<file path="config.mk">
export PLATFORM = sky130hd
export DESIGN_NAME = instr_sequencer_flat
export DESIGN_NICKNAME = d
export VERILOG_FILES = /design/src/rtl/instr_sequencer_if.sv /design/src/rtl/instr_sequencer.sv /design/src/flat_wrapper.sv
export SDC_FILE = /design/constraint.sdc
export NUM_CORES = 1
export LEC_CHECK = 0
export ABC_AREA = 1
export BUFFER_PORTS_ARGS = -buffer_cell sky130_fd_sc_hd__buf_4
export CAP_MARGIN = 20
export CORE_MARGIN = 2
export CORE_UTILIZATION = 40
export CTS_CLUSTER_DIAMETER = 150
export CTS_CLUSTER_SIZE = 20
export DETAILED_ROUTE_END_ITERATION = 12
export PLACE_DENSITY = 0.67
export SETUP_SLACK_MARGIN = 0.2
export SLEW_MARGIN = 15
export SYNTH_ARGS = -nofsm -noshare
export SYNTH_HDL_FRONTEND = slang
export SYNTH_SLANG_ARGS = --single-unit
</file>
<file path="constraint.sdc">
create_clock -name clk -period 2.49 [get_ports clk]
set_input_delay 0.249 -clock clk [delete_from_list [all_inputs] [get_ports clk]]
set_output_delay 0.249 -clock clk [all_outputs]
set_load 0.02 [all_outputs]
</file>
<file path="src/rtl/instr_sequencer_if.sv">
// Handshake bundle between the instruction sequencer and its surroundings:
// decoder/ALU flags and run control in, PC/IR strobes and run status out.
interface instr_sequencer_if #(
  parameter int CNT_W = 16
);
  logic             start;
  logic             mem_wait;
  logic             op_end;
  logic             op_jump;
  logic             jump_taken;
  logic             pc_clear;
  logic             ir_load;
  logic             pc_inc;
  logic             pc_load;
  logic [1:0]       phase;
  logic             busy;
  logic             finish;
  logic             timeout;
  logic [CNT_W-1:0] instr_count;

  modport master (
    input  start, mem_wait, op_end, op_jump, jump_taken,
    output pc_clear, ir_load, pc_inc, pc_load, phase, busy, finish, timeout,
           instr_count
  );

  modport slave (
    output start, mem_wait, op_end, op_jump, jump_taken,
    input  pc_clear, ir_load, pc_inc, pc_load, phase, busy, finish, timeout,
           instr_count
  );
endinterface

</file>
<file path="src/rtl/instr_sequencer.sv">
// Four-phase instruction cycle sequencer (FETCH/DECODE/EXEC/WB) with PC
// strobes, memory-stall timeout and a saturating retired-instruction count.
module instr_sequencer #(
  parameter int CNT_W    = 16,
  parameter int MAX_WAIT = 15
) (
  input logic               clk,
  input logic               rst,
  instr_sequencer_if.master bus
);
  localparam int WAIT_W = $clog2(MAX_WAIT + 1);

  typedef enum logic [2:0] {IDLE, FETCH, DECODE, EXEC, WB, DONE} state_t;

  state_t             state;
  logic               is_jump;
  logic [WAIT_W-1:0]  wait_cnt;
  logic               pc_clear, ir_load, pc_inc, pc_load;
  logic [1:0]         phase;
  logic               busy, finish, timeout;
  logic [CNT_W-1:0]   count;

  // Outputs are computed alongside the state they belong to, so every
  // output is a flop and changes only on the edge that enters the state.
  always_ff @(posedge clk or posedge rst) begin
    if (rst) begin
      // NOTE: every register, counters and sticky flags included, sits on the
      // async reset so a mid-run reset leaves no stale strobe behind.
      state    <= IDLE;
      is_jump  <= 1'b0;
      wait_cnt <= '0;
      pc_clear <= 1'b0;
      ir_load  <= 1'b0;
      pc_inc   <= 1'b0;
      pc_load  <= 1'b0;
      phase    <= 2'd0;
      busy     <= 1'b0;
      finish   <= 1'b0;
      timeout  <= 1'b0;
      count    <= '0;
    end else begin
      // NOTE: non-blocking assignments throughout; defaults below are
      // overridden later in the same block to make one-cycle pulses.
      pc_clear <= 1'b0;
      ir_load  <= 1'b0;
      pc_inc   <= 1'b0;
      pc_load  <= 1'b0;
      unique case (state)
        IDLE, DONE: begin
          if (bus.start) begin
            state    <= FETCH;
            pc_clear <= 1'b1;
            ir_load  <= 1'b1;
            phase    <= 2'd0;
            busy     <= 1'b1;
            finish   <= 1'b0;
            timeout  <= 1'b0;
            count    <= '0;
          end
        end
        FETCH: begin
          state <= DECODE;
          phase <= 2'd1;
        end
        DECODE: begin
          if (bus.op_end) begin
            state  <= DONE;
            phase  <= 2'd0;
            busy   <= 1'b0;
            finish <= 1'b1;
          end else begin
            state    <= EXEC;
            phase    <= 2'd2;
            is_jump  <= bus.op_jump;
            wait_cnt <= '0;
          end
        end
        EXEC: begin
          if (bus.mem_wait) begin
            if (wait_cnt == WAIT_W'(MAX_WAIT - 1)) begin
              state    <= DONE;
              phase    <= 2'd0;
              busy     <= 1'b0;
              finish   <= 1'b1;
              timeout  <= 1'b1;
              wait_cnt <= '0;
            end else begin
              wait_cnt <= wait_cnt + 1'b1;
            end
          end else begin
            state    <= WB;
            phase    <= 2'd3;
            wait_cnt <= '0;
            pc_load  <= is_jump & bus.jump_taken;
            pc_inc   <= ~(is_jump & bus.jump_taken);
            if (count != '1) count <= count + 1'b1;
          end
        end
        WB: begin
          state   <= FETCH;
          phase   <= 2'd0;
          ir_load <= 1'b1;
        end
        default: state <= IDLE;
      endcase
    end
  end

  assign bus.pc_clear    = pc_clear;
  assign bus.ir_load     = ir_load;
  assign bus.pc_inc      = pc_inc;
  assign bus.pc_load     = pc_load;
  assign bus.phase       = phase;
  assign bus.busy        = busy;
  assign bus.finish      = finish;
  assign bus.timeout     = timeout;
  assign bus.instr_count = count;
endmodule

</file>
<file path="src/flat_wrapper.sv">
// flat-port wrapper written by rule: the top's interface ports become plain ports
module instr_sequencer_flat 
#(
  parameter int CNT_W    = 16,
  parameter int MAX_WAIT = 15
)
  (clk, rst, bus_start, bus_mem_wait, bus_op_end, bus_op_jump, bus_jump_taken, bus_pc_clear, bus_ir_load, bus_pc_inc, bus_pc_load, bus_phase, bus_busy, bus_finish, bus_timeout, bus_instr_count);
  instr_sequencer_if #(.CNT_W(CNT_W)) bus_i ();
  input logic clk;
  input logic rst;
  input wire logic [$bits(bus_i.start)-1:0] bus_start;
  input wire logic [$bits(bus_i.mem_wait)-1:0] bus_mem_wait;
  input wire logic [$bits(bus_i.op_end)-1:0] bus_op_end;
  input wire logic [$bits(bus_i.op_jump)-1:0] bus_op_jump;
  input wire logic [$bits(bus_i.jump_taken)-1:0] bus_jump_taken;
  output wire logic [$bits(bus_i.pc_clear)-1:0] bus_pc_clear;
  output wire logic [$bits(bus_i.ir_load)-1:0] bus_ir_load;
  output wire logic [$bits(bus_i.pc_inc)-1:0] bus_pc_inc;
  output wire logic [$bits(bus_i.pc_load)-1:0] bus_pc_load;
  output wire logic [$bits(bus_i.phase)-1:0] bus_phase;
  output wire logic [$bits(bus_i.busy)-1:0] bus_busy;
  output wire logic [$bits(bus_i.finish)-1:0] bus_finish;
  output wire logic [$bits(bus_i.timeout)-1:0] bus_timeout;
  output wire logic [$bits(bus_i.instr_count)-1:0] bus_instr_count;
  assign bus_i.start = bus_start;
  assign bus_i.mem_wait = bus_mem_wait;
  assign bus_i.op_end = bus_op_end;
  assign bus_i.op_jump = bus_op_jump;
  assign bus_i.jump_taken = bus_jump_taken;
  assign bus_pc_clear = bus_i.pc_clear;
  assign bus_ir_load = bus_i.ir_load;
  assign bus_pc_inc = bus_i.pc_inc;
  assign bus_pc_load = bus_i.pc_load;
  assign bus_phase = bus_i.phase;
  assign bus_busy = bus_i.busy;
  assign bus_finish = bus_i.finish;
  assign bus_timeout = bus_i.timeout;
  assign bus_instr_count = bus_i.instr_count;
  instr_sequencer #(.CNT_W(CNT_W), .MAX_WAIT(MAX_WAIT)) u_core (.clk(clk), .rst(rst), .bus(bus_i));
endmodule
</file>
# ---- After elaboration in Yosys (flattened, before gate mapping)
# Index checks and enable logic that the tools add are counted.
dict set report totals {
  ff_bits 33
  out_inout_bits 25
}
dict set report classes {
  add_sub_neg 2
  n_eq_ne 15
  n_mux 36
  n_bitwise 3
  n_reduce_logical 13
}
# cell count
set op_table {}
lappend op_table {{2-to-1 mux 16 bit} 3}
lappend op_table {{one-hot mux 16 bit (2 select lines)} 1}
lappend op_table {{adder 16 x 1 -> 16 bit, second input constant} 1}
lappend op_table {{!= test 16 bit, second input constant} 1}
lappend op_table {{one-hot mux 3 bit (5 select lines)} 1}
lappend op_table {{2-to-1 mux 1 bit} 14}
lappend op_table {{2-to-1 mux 3 bit} 4}
lappend op_table {{2-to-1 mux 4 bit} 3}
lappend op_table {{!= test 2 bit, second input constant} 5}
lappend op_table {{one-hot mux 2 bit (5 select lines)} 1}
lappend op_table {{2-to-1 mux 2 bit} 4}
lappend op_table {{one-hot mux 4 bit (2 select lines)} 1}
lappend op_table {{AND reduction 4 bit} 2}
lappend op_table {{equality test 3 x 2 -> 1 bit, second input constant} 2}
lappend op_table {{equality test 3 bit, second input constant} 2}
lappend op_table {{one-hot mux 1 bit (3 select lines)} 2}
lappend op_table {{AND reduction 2 bit} 3}
lappend op_table {{AND reduction 5 bit} 1}
lappend op_table {{nonzero test 5 bit} 1}
lappend op_table {{adder 4 x 1 -> 4 bit, second input constant} 1}
lappend op_table {{equality test 4 bit, second input constant} 1}
lappend op_table {{!= test 2 x 1 -> 1 bit, second input constant} 2}
lappend op_table {{one-hot mux 1 bit (2 select lines)} 2}
lappend op_table {{nonzero test 2 bit} 2}
lappend op_table {{8 further kinds} 9}

# ---- Depth between registers and ports, before layout
dict set report depth {
  word_depth 4
  ltp_mapped 11
  depth_no_buf 10
}

# ---- Least setup slack after synthesis
# No wires, ideal clock.
dict set report synth_timing {
  kind {flip-flop to flip-flop}
  startpoint {register u_core.count[1] (netlist: u_core.bus.instr_count[1])}
  endpoint {register u_core.count[6] (netlist: u_core.bus.instr_count[6])}
  setup_time_ns 0.123
  arrival_time_ns 1.458
  required_time_ns 2.367
  path_slack_ns 0.909
  path_stages_with_launch 10
  path_buffers 1
  path_cell_list {dfrtp_1 ha_1 nand2_1 inv_1 nand3_1 nor2_1 nand2_2 nand2_4 buf_6 o21ai_2}
}
dict set report synth_between {
  elab_chain_len 4
  word_cells_on_any_way 7
}
# element line
set synth_rtl {}
lappend synth_rtl {{start: declaration} instr_sequencer.sv:21} ;# logic [CNT_W-1:0] count;
lappend synth_rtl {{start signal: assignment} instr_sequencer.sv:96} ;# if (count != '1) count <= count + 1'b1;
lappend synth_rtl {{adder 16 x 1 -> 16 bit} instr_sequencer.sv:96}
lappend synth_rtl {{2-to-1 mux 16 bit} instr_sequencer.sv:96}
lappend synth_rtl {{2-to-1 mux 16 bit} instr_sequencer.sv:79} ;# if (bus.mem_wait) begin
lappend synth_rtl {{one-hot mux 16 bit (2 select lines)} instr_sequencer.sv:48} ;# unique case (state)
# Several ways; a longest one is shown, not always the timed one. The select of a mux whose other input is x is not followed.
# A chain may end at the register's enable or synchronous reset.

# ---- Worst setup path after layout
dict set report layout_timing {
  startpoint {register u_core.state[2]}
  endpoint {register u_core.count[5] (netlist: u_core.bus.instr_count[5])}
}
dict set report layout_between {
  elab_chain_len 4
  word_cells_on_any_way 10
}
# element line
set layout_rtl {}
lappend layout_rtl {{start: declaration} instr_sequencer.sv:15} ;# state_t state;
lappend layout_rtl {{start signal: assignment} instr_sequencer.sv:29} ;# state <= IDLE;
lappend layout_rtl {{start signal: assignment} instr_sequencer.sv:51} ;# state <= FETCH;
lappend layout_rtl {{start signal: assignment} instr_sequencer.sv:62} ;# state <= DECODE;
lappend layout_rtl {{equality test 3 bit or zero test 3 bit (tied branches)} instr_sequencer.sv:48}
lappend layout_rtl {{OR reduction 2 bit} instr_sequencer.sv:48}
lappend layout_rtl {{!= test 2 bit (no line) or nonzero test 2 bit (tied branches)} n/a}
lappend layout_rtl {{AND reduction 4 bit (no line)} n/a}
# Several ways; a longest one is shown, not always the timed one.

==> results_dict.tcl <==
set metrics [dict create \
    timing.rr.end "u_core.bus.instr_count[5]$_DFFE_PP0P_" \
    critPathLaunchType "flop" \
    syn_nets 264 \
    die_area_um2 5410 \
    multi_input_area_um2 942 \
    num_rows 25 \
    clk_pin_slew_worst_paths_ns 0.07 \
    pin_count 32 \
    via_per_inst 5.06 \
    layout.cells.most_common "nand2_1" \
    max_slew_margin_pct 51.1 \
    irDropWorstVdd_v 0.000582 \
    busiest_layer "met2" \
    core_area_um2 4690 \
    crit_slowest_cell "dfrtp_1" \
    finalCritPeriodShare_pct 73.6 \
    grt_antenna_before_repair 0 \
    p_per_area_nw_per_um2 802 \
    reg2reg_from "u_core.state[2]$_DFFE_PP0P_" \
    drv_slew 0 \
    antenna_left 0 \
    grt_max_degree 32 \
    cts_made_buffers 5 \
    crit_chain "inv_2 > nand2_2 > nor2_4 > nand2_1 > inv_1 > nand2_2 > nand2_4 > nand2_1 > o21ai_2" \
    h-tree-depth 2 \
    crit_type "flop to flop" \
    reg2reg_depth 9 \
    clock_latency_ns 0.29 \
    clock-root-buffer "clkbuf_8" \
    fill_cells 471 \
    drt_iter0_drc 117 \
    layout_common_cells "76 x nand2_1, 33 x buf_4, 33 x dfrtp_1, 27 x inv_1" \
    wirelength_um 4100 \
    max_stage_delay_ns 0.41 \
    wl_per_cell_um 11.9 \
    tns_ns 0 \
    path_buf_inv 2 \
    clock_path_buffers 2 \
    synth_area_um2 1930 \
    period_minus_slack_ns 1.83 \
    start_util_pct 41.2 \
    worstPathArrival_ns 2.05 \
    cts.repair.resized 0 \
    nets 299 \
    synth.distinct_cells 29 \
    hold_path_class "input port to asynchronous set/reset pin" \
    synthCells 254 \
    drc_errors 0 \
    grt_pass1_wl_um 7540 \
    max_freq_mhz 546 \
    synth_seq_cells 33 \
    drv_cap 0 \
    n_antenna_cell 0 \
    synth.area.top_cells "dfrtp_1 43%, nand2_1 15%, o21ai_2 6.3%" \
    yosysSeqAreaShare_pct 42.7 \
    drive_gt1_share_pct 24.8 \
    post-cts-setup-buffers 0 \
    synth_top_area_cell "dfrtp_1" \
    regArea_um2 826 \
    crit_family "simple AND/OR/NAND/NOR gates" \
    grt_pass1_vias 1719 \
    hold_viol_final 0 \
    syn2layout_area_growth_pct 19.0 \
    regToRegSetupSlack_ns 0.66 \
    worst_pin_slew_ns 0.733 \
    cts_sinks 33 \
    syn_avg_cell_area_um2 7.62 \
    met3_usage_pct 4.94 \
    crit_fanout 31 \
    rsz0062_at_grt "false" \
    grt.overflow.total 0 \
    finalPower_uw 1840 \
    portBuffers 31 \
    crit_path_start "u_core.state[2]$_DFFE_PP0P_" \
    die_w_um 73.5 \
    dp_hpwl_um 3040 \
    finalClockSkew_ns 0.00647 \
    setup_viol 0 \
    cts_hold_buffers 0 \
    drtPass1Iterations 4 \
    grtUsageMet1_pct 22.4 \
    grt_use_total_pct 18.0 \
    p_leak_uw 0.00114 \
    worstSetupEndpointType "flop" \
    status "finished clean" \
    fp.dieH_um 73.5 \
    routabilityCongestion 0.835 \
    synth_warnings 0 \
    cp.required_ns 2.71 \
    met2_usage_pct 29.4 \
    via_count 1740 \
    cts_tree "done" \
    yosys.area.top_type_share_pct 42.7 \
]
cells in the mapped netlist:
master	number
a21oi_1	3
and3_1	1
buf_2	1
buf_6	4
dfrtp_1	33
ha_1	3
inv_1	27
inv_2	4
nand2_1	76
nand2_2	6
nand2_4	1
nand3_1	24
nand3_2	1
nand3b_1	3
nand4_1	4
nor2_1	24
nor2_2	2
nor2_4	2
nor3_1	1
nor3b_1	1
o211ai_1	2
o21ai_0	10
o21ai_1	2
o21ai_2	14
o21bai_1	1
o311ai_0	1
o31ai_1	1
or2_1	1
or2_2	1
final cells by class:
type | instances | share of cell area (%)
Tap cell | 54 | 2.94
Multi-Input combinational cell | 185 | 40.9
Inverter | 31 | 5.06
Sequential cell | 33 | 35.9
Clock buffer | 7 | 4.19
Timing Repair Buffer | 33 | 10.8
Clock inverter | 1 | 0.218
how the worst max path moves through the flow:
stage / end / slack (ns) / depth (start not counted)
after global placement: u_core.state[0]$_DFFE_PP0P_ / 0.70 / 8
after CTS: u_core.bus.instr_count[5]$_DFFE_PP0P_ / 0.66 / 9
after detailed placement: u_core.bus.instr_count[5]$_DFFE_PP0P_ / 0.67 / 9
after global routing: u_core.bus.instr_count[4]$_DFFE_PP0P_ / 0.43 / 9
after floorplan: u_core.bus.instr_count[6]$_DFFE_PP0P_ / 0.91 / 9
final: u_core.bus.instr_count[5]$_DFFE_PP0P_ / 0.66 / 9
registers in the layout, summed over array words and instances (netlist names):
name and count:
u_core.bus.busy 1, u_core.bus.timeout 1, u_core.bus.instr_count 16, u_core.bus.pc_clear 1, u_core.bus.finish 1, u_core.bus.ir_load 1
u_core.state 3, u_core.bus.pc_load 1, u_core.wait_cnt 4, u_core.bus.phase 2, u_core.is_jump 1, u_core.bus.pc_inc 1
through the flow:
step                      hold WS (ns)  setup slack [ns]  util [%]  area, um^2  cells
after floorplan                  0.332             0.909         -        1930    254
after global placement           0.420             0.695      46.9        2200    336
after detailed placement         0.425             0.667      46.9        2200    336
after CTS                        0.104             0.659      49.0        2300    344
after global routing             0.118             0.426      49.0        2300    344
final                           0.0802             0.658      49.0        2300    344
where the power goes:
part	switching (uW)	total (uW)	internal, uW
clock network	205	455	250
logic	459	669	210
registers	87.5	721	633
layer usage:
metal | up-vias | routed length, um
met2 | 49 | 1990
met1 | 797 | 1810
met4 | 0 | 68
met3 | 7 | 238
met5 | - | 0
li1 | 887 | -
cells by family (layout without fill, tap and decap cells):
kind of cell,count (synthesis),count (layout),share of synthesized area (%)
simple gates,148,148,34.5
fa+ha+maj,3,3,1.94
buf+inv,36,72,8.60
flops,33,33,42.7
compound gates,34,34,12.2
No activity file was read; power rests on OpenSTA's default activity.
